File: src/rtl/cache_pkg.sv
// Shared geometry, state type and address helper for the cache fill arbiter.
package cache_pkg;

  localparam int ADDR_W          = 16;
  localparam int DATA_W          = 16;
  localparam int WORDS_PER_BLOCK = 8;
  localparam int BLOCK_BYTES     = 16;
  localparam int WORD_IDX_W      = $clog2(WORDS_PER_BLOCK);
  localparam int OFFSET_W        = $clog2(BLOCK_BYTES);
  localparam int CNT_W           = WORD_IDX_W + 1;

  typedef enum logic [1:0] {
    ST_IDLE,
    ST_FILL_D,
    ST_FILL_I,
    ST_WRITE
  } fill_state_e;

  // Clears the byte offset so the result points at the first word of the block.
  function automatic logic [ADDR_W-1:0] block_base(input logic [ADDR_W-1:0] addr);
    return addr & ~ADDR_W'(BLOCK_BYTES - 1);
  endfunction

endpackage

File: src/rtl/cache_fill_arbiter_fill_seq.sv
// Block refill sequencer: latches the block base, counts issued and received words,
// and generates in-block read addresses.
module fill_seq
  import cache_pkg::*;
(
  input  logic                  clk,
  input  logic                  rst_n,
  input  logic                  i_clear,
  input  logic [ADDR_W-1:0]     i_base_addr,
  input  logic                  i_issue_step,
  input  logic                  i_recv_step,
  output logic [ADDR_W-1:0]     o_issue_addr,
  output logic [WORD_IDX_W-1:0] o_recv_idx,
  output logic                  o_issue_done,
  output logic                  o_recv_done
);

  logic [ADDR_W-1:0] r_base;
  logic [CNT_W-1:0]  r_issue_cnt;
  logic [CNT_W-1:0]  r_recv_cnt;

  always_ff @(posedge clk) begin
    if (!rst_n) begin
      r_base      <= '0;
      r_issue_cnt <= '0;
      r_recv_cnt  <= '0;
    end else if (i_clear) begin
      r_base      <= block_base(i_base_addr);
      r_issue_cnt <= '0;
      r_recv_cnt  <= '0;
    end else begin
      if (i_issue_step && !o_issue_done)
        r_issue_cnt <= r_issue_cnt + CNT_W'(1);
      if (i_recv_step && (r_recv_cnt != CNT_W'(WORDS_PER_BLOCK)))
        r_recv_cnt <= r_recv_cnt + CNT_W'(1);
    end
  end

  // The word offset is ORed into the zeroed offset bits, so the walk never carries out of the block.
  assign o_issue_addr = r_base | ADDR_W'({r_issue_cnt[WORD_IDX_W-1:0], 1'b0});
  assign o_recv_idx   = r_recv_cnt[WORD_IDX_W-1:0];
  assign o_issue_done = (r_issue_cnt == CNT_W'(WORDS_PER_BLOCK));
  // High while the word being received now is the last one of the block.
  assign o_recv_done  = (r_recv_cnt == CNT_W'(WORDS_PER_BLOCK - 1));

endmodule

File: src/rtl/cache_fill_arbiter.sv
// Arbitrates I-cache and D-cache misses plus write-through stores onto the single
// memory port, running 8-word block refills and single-word store writes.
module cache_fill_arbiter
  import cache_pkg::*;
(
  input  logic                  clk,
  input  logic                  rst_n,
  input  logic                  i_miss,
  input  logic [ADDR_W-1:0]     i_miss_addr,
  input  logic                  d_miss,
  input  logic [ADDR_W-1:0]     d_miss_addr,
  input  logic                  d_write,
  input  logic [ADDR_W-1:0]     d_write_addr,
  input  logic [DATA_W-1:0]     d_write_data,
  output logic                  d_write_ack,
  output logic                  mem_enable,
  output logic                  mem_wr,
  output logic [ADDR_W-1:0]     mem_addr,
  output logic [DATA_W-1:0]     mem_data_out,
  input  logic [DATA_W-1:0]     mem_data_in,
  input  logic                  mem_data_valid,
  output logic [DATA_W-1:0]     fill_data,
  output logic [WORD_IDX_W-1:0] fill_word_idx,
  output logic                  fill_we_i,
  output logic                  fill_we_d,
  output logic                  tag_we_i,
  output logic                  tag_we_d,
  output logic                  i_fill_busy,
  output logic                  d_fill_busy
);

  fill_state_e r_state;
  fill_state_e w_next_state;

  logic                  w_seq_clear;
  logic                  w_issue_step;
  logic                  w_recv_step;
  logic [ADDR_W-1:0]     w_miss_addr;
  logic [ADDR_W-1:0]     w_issue_addr;
  logic [WORD_IDX_W-1:0] w_recv_idx;
  logic                  w_issue_done;
  logic                  w_recv_done;

  fill_seq u_fill_seq (
    .clk          (clk),
    .rst_n        (rst_n),
    .i_clear      (w_seq_clear),
    .i_base_addr  (w_miss_addr),
    .i_issue_step (w_issue_step),
    .i_recv_step  (w_recv_step),
    .o_issue_addr (w_issue_addr),
    .o_recv_idx   (w_recv_idx),
    .o_issue_done (w_issue_done),
    .o_recv_done  (w_recv_done)
  );

  always_ff @(posedge clk) begin
    if (!rst_n) r_state <= ST_IDLE;
    else        r_state <= w_next_state;
  end

  // The D miss address wins the base latch because a D miss also wins arbitration.
  assign w_miss_addr = d_miss ? d_miss_addr : i_miss_addr;
  assign i_fill_busy = (r_state == ST_FILL_I);
  assign d_fill_busy = (r_state == ST_FILL_D);

  always_comb begin
    w_next_state  = r_state;
    w_seq_clear   = 1'b0;
    w_issue_step  = 1'b0;
    w_recv_step   = 1'b0;
    d_write_ack   = 1'b0;
    mem_enable    = 1'b0;
    mem_wr        = 1'b0;
    mem_addr      = '0;
    mem_data_out  = '0;
    fill_data     = '0;
    fill_word_idx = '0;
    fill_we_i     = 1'b0;
    fill_we_d     = 1'b0;
    tag_we_i      = 1'b0;
    tag_we_d      = 1'b0;

    case (r_state)
      ST_IDLE: begin
        w_seq_clear = 1'b1;
        if (d_miss)       w_next_state = ST_FILL_D;
        else if (d_write) w_next_state = ST_WRITE;
        else if (i_miss)  w_next_state = ST_FILL_I;
      end

      ST_WRITE: begin
        mem_enable   = 1'b1;
        mem_wr       = 1'b1;
        mem_addr     = d_write_addr;
        mem_data_out = d_write_data;
        d_write_ack  = 1'b1;
        w_next_state = ST_IDLE;
      end

      ST_FILL_D, ST_FILL_I: begin
        if (!w_issue_done) begin
          mem_enable   = 1'b1;
          mem_addr     = w_issue_addr;
          w_issue_step = 1'b1;
        end
        // Returning words are written in arrival order; the last one also validates the tag.
        if (mem_data_valid) begin
          fill_data     = mem_data_in;
          fill_word_idx = w_recv_idx;
          fill_we_d     = (r_state == ST_FILL_D);
          fill_we_i     = (r_state == ST_FILL_I);
          w_recv_step   = 1'b1;
          if (w_recv_done) begin
            tag_we_d     = (r_state == ST_FILL_D);
            tag_we_i     = (r_state == ST_FILL_I);
            w_next_state = ST_IDLE;
          end
        end
      end

      default: w_next_state = ST_IDLE;
    endcase
  end

endmodule
File: config.mk
export PLATFORM = sky130hd
export DESIGN_NAME = cache_fill_arbiter
export DESIGN_NICKNAME = d
export VERILOG_FILES = /design/src/rtl/cache_pkg.sv /design/src/rtl/cache_fill_arbiter_fill_seq.sv /design/src/rtl/cache_fill_arbiter.sv
export SDC_FILE = /design/constraint.sdc
export NUM_CORES = 1
export LEC_CHECK = 0
export ABC_AREA = 0
export BUFFER_PORTS_ARGS = -buffer_cell sky130_fd_sc_hd__buf_4
export CAP_MARGIN = 0
export CORE_MARGIN = 2
export CORE_UTILIZATION = 35
export DETAILED_ROUTE_END_ITERATION = 12
export HOLD_SLACK_MARGIN = 0.15
export PLACE_DENSITY = 0.78
export SLEW_MARGIN = 10
export SYNTH_ARGS = -nofsm -noshare
export SYNTH_HDL_FRONTEND = slang
export SYNTH_SLANG_ARGS = --single-unit
File: constraint.sdc
create_clock -name clk -period 1.57 [get_ports clk]
set_clock_uncertainty 0.1 [all_clocks]
set_input_delay 0.0785 -clock clk [delete_from_list [all_inputs] [get_ports clk]]
set_output_delay 0.0785 -clock clk [all_outputs]
set_load 0.1 [all_outputs]
==> results.toml, run 1 <==
[clock_network]
cts.sink_count = 22
cts_buffer_depth = 2
ctsRootBufferMaster = "clkbuf_8"
cts-htree-levels = 1
cts_buffers = 3

[logic_synthesis]
synth_flop_cell = "dfxtp_1"
yosysUniqueCellTypes = 35
synth_seq_cells = 22
netlist_area_sq_um = 1700
synth-edff-count = 0
avgSynthCellArea_sq_um = 8.01
yosysWarnings = 0
syn_nets = 306
syn_inst = 212
ys_seq_area_share_pct = 25.9
synth-async-reset-ratio_pct = 0

[die]
start_util_pct = 36.2
die_w_um = 73.7
rows = 25
num_io_pins = 146
die_h_um = 73.7

[run_status]
error = "[ERROR DPL-0038] Utilization greater than 100%, impossible to legalize"
status = "did not finish"
lastStage = "5_1_grt"

[placed_design]
hpwlAfterDp_um = 4520
placed_cell_area_sq_um = 3210
gp_congestion = 0.708
port_buffers = 137

[sta]
grt_repair_worst_endpoint = "tag_we_i"
endpoint_type = "output port"

[grt]
grt_max_degree = 36
synthesized netlist by cell type, drive strengths merged, types with 2 or more instances:
cell type	number	share of area (%)
clkbuf	12	2.8
o21ai	5	1.5
ha	8	5.9
nand3b	3	2.1
and2	20	7.4
nand3	6	2.1
buf	9	3.8
nor2	20	4.4
and3b	2	1.0
and3	17	6.3
dfxtp	22	26
a32oi	14	7.2
o211a	12	7.1
a21oi	9	2.7
nand2	18	4.0
inv	9	2.0
mux2i	13	7.7
timing repair:
| action | in CTS |
|---|---|
| hold buffers | 27 |
| setup buffers | 3 |
| setup endpoints to repair | 60 |
| hold endpoints to repair | 14 |
| gates resized for setup | 187 |
| gates cloned | 1 |
| pin swaps | 4 |
cells by family after synthesis:
family                     count (synthesis)  synth area share, %
AOI/OAI and AO/OA                         45                 20.9
xor gates and xnor gates                   1                0.516
adders and majority gates                  8                 5.90
buffers and inverters                     30                 8.62
DFF                                       22                 25.9
muxes                                     13                 7.66
and+or+nand+nor                           93                 30.5
per-stage QoR:
stage / worst slack [ps] / setup TNS [ps] / cells
CTS: -185 / -6750 / 439
detailed placement: -98.6 / -1230 / 404
global placement: -50.4 / -638 / 404
floorplan: -624 / -12520 / 212
==> run 2, diff against run 1 <==
- CORE_UTILIZATION: 35 -> 29
- HOLD_SLACK_MARGIN: 0.15 -> unset
- PLACE_DENSITY: 0.78 -> unset
- PLACE_DENSITY_LB_ADDON: unset -> 0.15
- clock period: 1.57 -> 2 ns (I/O delays scaled with it)
==> run 2 against run 1 <==
Against the previous run: the run now ends clean; synthesized cell count unchanged; area after synthesis unchanged.
==> results.toml, run 2 <==
[die]
core_sq_um = 5570
num_io_pins = 146
die_h_um = 80.5
die_area_sq_um = 6480
die_w_um = 80.5
rows = 27
start_util_pct = 30.5

[detailed_routing]
drt_iter0_drc = 56
drt-wirelength-per-cell_um = 13.6
num_vias = 2028
postRouteAntennaNets = 0
drc = 0
first_pass_iters = 4
drt_wl_total_um = 5630
vias_per_cell = 4.91

[cells_and_area]
layout_commonest_cell = "buf_4"
largestRegisters = "u_fill_seq.r_base: 12 flops, u_fill_seq.r_issue_cnt: 4 flops, u_fill_seq.r_recv_cnt: 4 flops"
areaGrowthSynthToFinish_pct = 106
fin_nets = 436
antennaDiodeCount = 0
drive_above_1_share_pct = 66.9
largest_register = "u_fill_seq.r_base"
post-route-util_pct = 62.7
largest_reg_flops = 12
fin_cells = 413
final_cell_mix = "104 x buf_4, 20 x buf_6, 20 x dfxtp_1, 18 x nor2_4, 18 x nand2_1"

[sta]
slew_headroom_pct = 77.4
finalCritPeriodShare_pct = 96.4
holdWs_ps = 62.9
rsz0062_at_grt = "yes"
layout_setup_ws_ps = 71.6
tightestPinTransition_ps = 340
setup_viol = 0
slew_violations = 0
fin_setup_tns_ps = 0
min_period_ps = 1930
max_freq_ghz = 0.519
hold_violations = 0

[critical_path]
critPathSlowestCell = "dfxtp_2"
cp-start-kind = "flip-flop"
required_ps = 1800
critPathBufInv = 3
r2r_start = "r_state[0]"
startpoint = "r_state[0]"
critical_path.cell_chain = "inv_1 > ha_4 > buf_8 > a32oi_2 > nor2_4 > buf_12"
crit_fanout = 13
path_delay_family = "buffers and inverters"
cp.arrival_ps = 1730
crit_type = "flip-flop to output port"
crit_path_end_kind = "output port"
crit_path_max_incr_delay_ps = 390

[placed_design]
gp_congestion = 0.780
dp_slack_ps = 142
port_buffers = 137
hpwlAfterDp_um = 4220
dp_cells = 407

[worst_hold_path]
hp-class = "primary input to flip-flop"
worstHoldStart = "d_write"

[clock_network]
cts.sink_count = 22
ctsRootBufferMaster = "clkbuf_8"
cts_tree = "yes"
clk_pin_slew_worst_paths_ps = 80
insertion_delay_ps = 260
cts-htree-levels = 1
cts_buffers = 3
cts_buffer_depth = 2
cts_hold_buf = 0

[logic_synthesis]
syn_inst = 212
synth-async-reset-ratio_pct = 0
synthTopCellsByCount = "22 x dfxtp_1, 20 x and2_1, 20 x nor2_1"
synth_most_common_cell = "dfxtp_1"
netlist_top_cells_area = "dfxtp_1 26%, mux2i_1 7.7%, and2_1 7.4%, a32oi_1 7.2%, o211a_1 7.1%"
avgSynthCellArea_sq_um = 8.01
syn_nets = 306
synth_top_area_share_pct = 25.9
synth-edff-count = 0
yosysUniqueCellTypes = 35
ys_seq_area_share_pct = 25.9
yosys.area.top_type = "dfxtp_1"
synth_flop_cell = "dfxtp_1"
yosysWarnings = 0
synth_seq_cells = 22
netlist_area_sq_um = 1700

[run_status]
status = "completed"

[grt]
grt_usage_pct = 17.2
overflow = 0
grt_pass1_wl_um = 8980
grt_pass1_vias = 1982
grt_max_degree = 32
antenna_found_initial = 0

[pwr]
irDropWorstVdd_mv = 0.692
leakage_nw = 1.65
p_per_area_nw_per_um2 = 1350

[run]
maxCapViolations = 0
## run 2: cell counts after synthesis
No cell type changed its count.
## run 2: worst reg2reg max path, stage by stage, from the launching register on
cell and delay, ps:
dfxtp_2 390, inv_1 120, ha_4 330, buf_6 170
nand3_2 100, or3_1 350, a21oi_1 140
## run 2: layer usage
metal | global-route usage, % | wire [um]
met4 | 3.56 | 29
met5 | 0 | 0
met1 | 20.5 | 2270
met3 | 3.37 | 440
met2 | 31.6 | 2890
## run 2: layout make-up
type | instances | area, sq um
sequential | 22 | 443
fill | 506 | 2080
multi-input combinational | 160 | 1450
timing repair buffer | 146 | 1420
tap | 72 | 90.1
clock buffer | 4 | 55.1
inverter | 9 | 33.8
## run 2: per-stage QoR
step / cell area, sq um / power [W]
after floorplan: 1910 / 0.00324
after global placement: 2990 / 0.00392
after detailed placement: 2990 / 0.00394
after CTS: 3460 / 0.00469
after global routing: 3490 / 0.00494
final: 3490 / 0.00470
## run 2: path summary, 6_finish.rpt
kind	slack [ps]	depth (start not counted)	endpoint
max	70	6	mem_addr[14]
min	60	3	r_state[0]
max reg2reg	240	6	u_fill_seq.r_recv_cnt[3]
min reg2reg	410	1	u_fill_seq.r_base[11]
## run 2: logic make-up after synthesis
group / count (synthesis) / synth area share [%]
adders and majority gates: 8 / 5.90
muxes: 13 / 7.66
DFF: 22 / 25.9
and+or+nand+nor: 93 / 30.5
xor gates and xnor gates: 1 / 0.516
AOI/OAI and AO/OA: 45 / 20.9
buffers and inverters: 30 / 8.62
## run 2: what timing repair did
| item | CTS | global route |
|---|---|---|
| setup endpoints to repair | 36 | 41 |
| buffers inserted | 2 | 0 |
| resized for setup | 80 | 8 |
## run 2: where the power goes
group	internal, W	switching, W	total [W]
clock	0.000176	0.000155	0.000330
combinational	0.00121	0.00253	0.00374
sequential	0.000551	0.0000868	0.000637
Power figures use the tool's default switching activity.
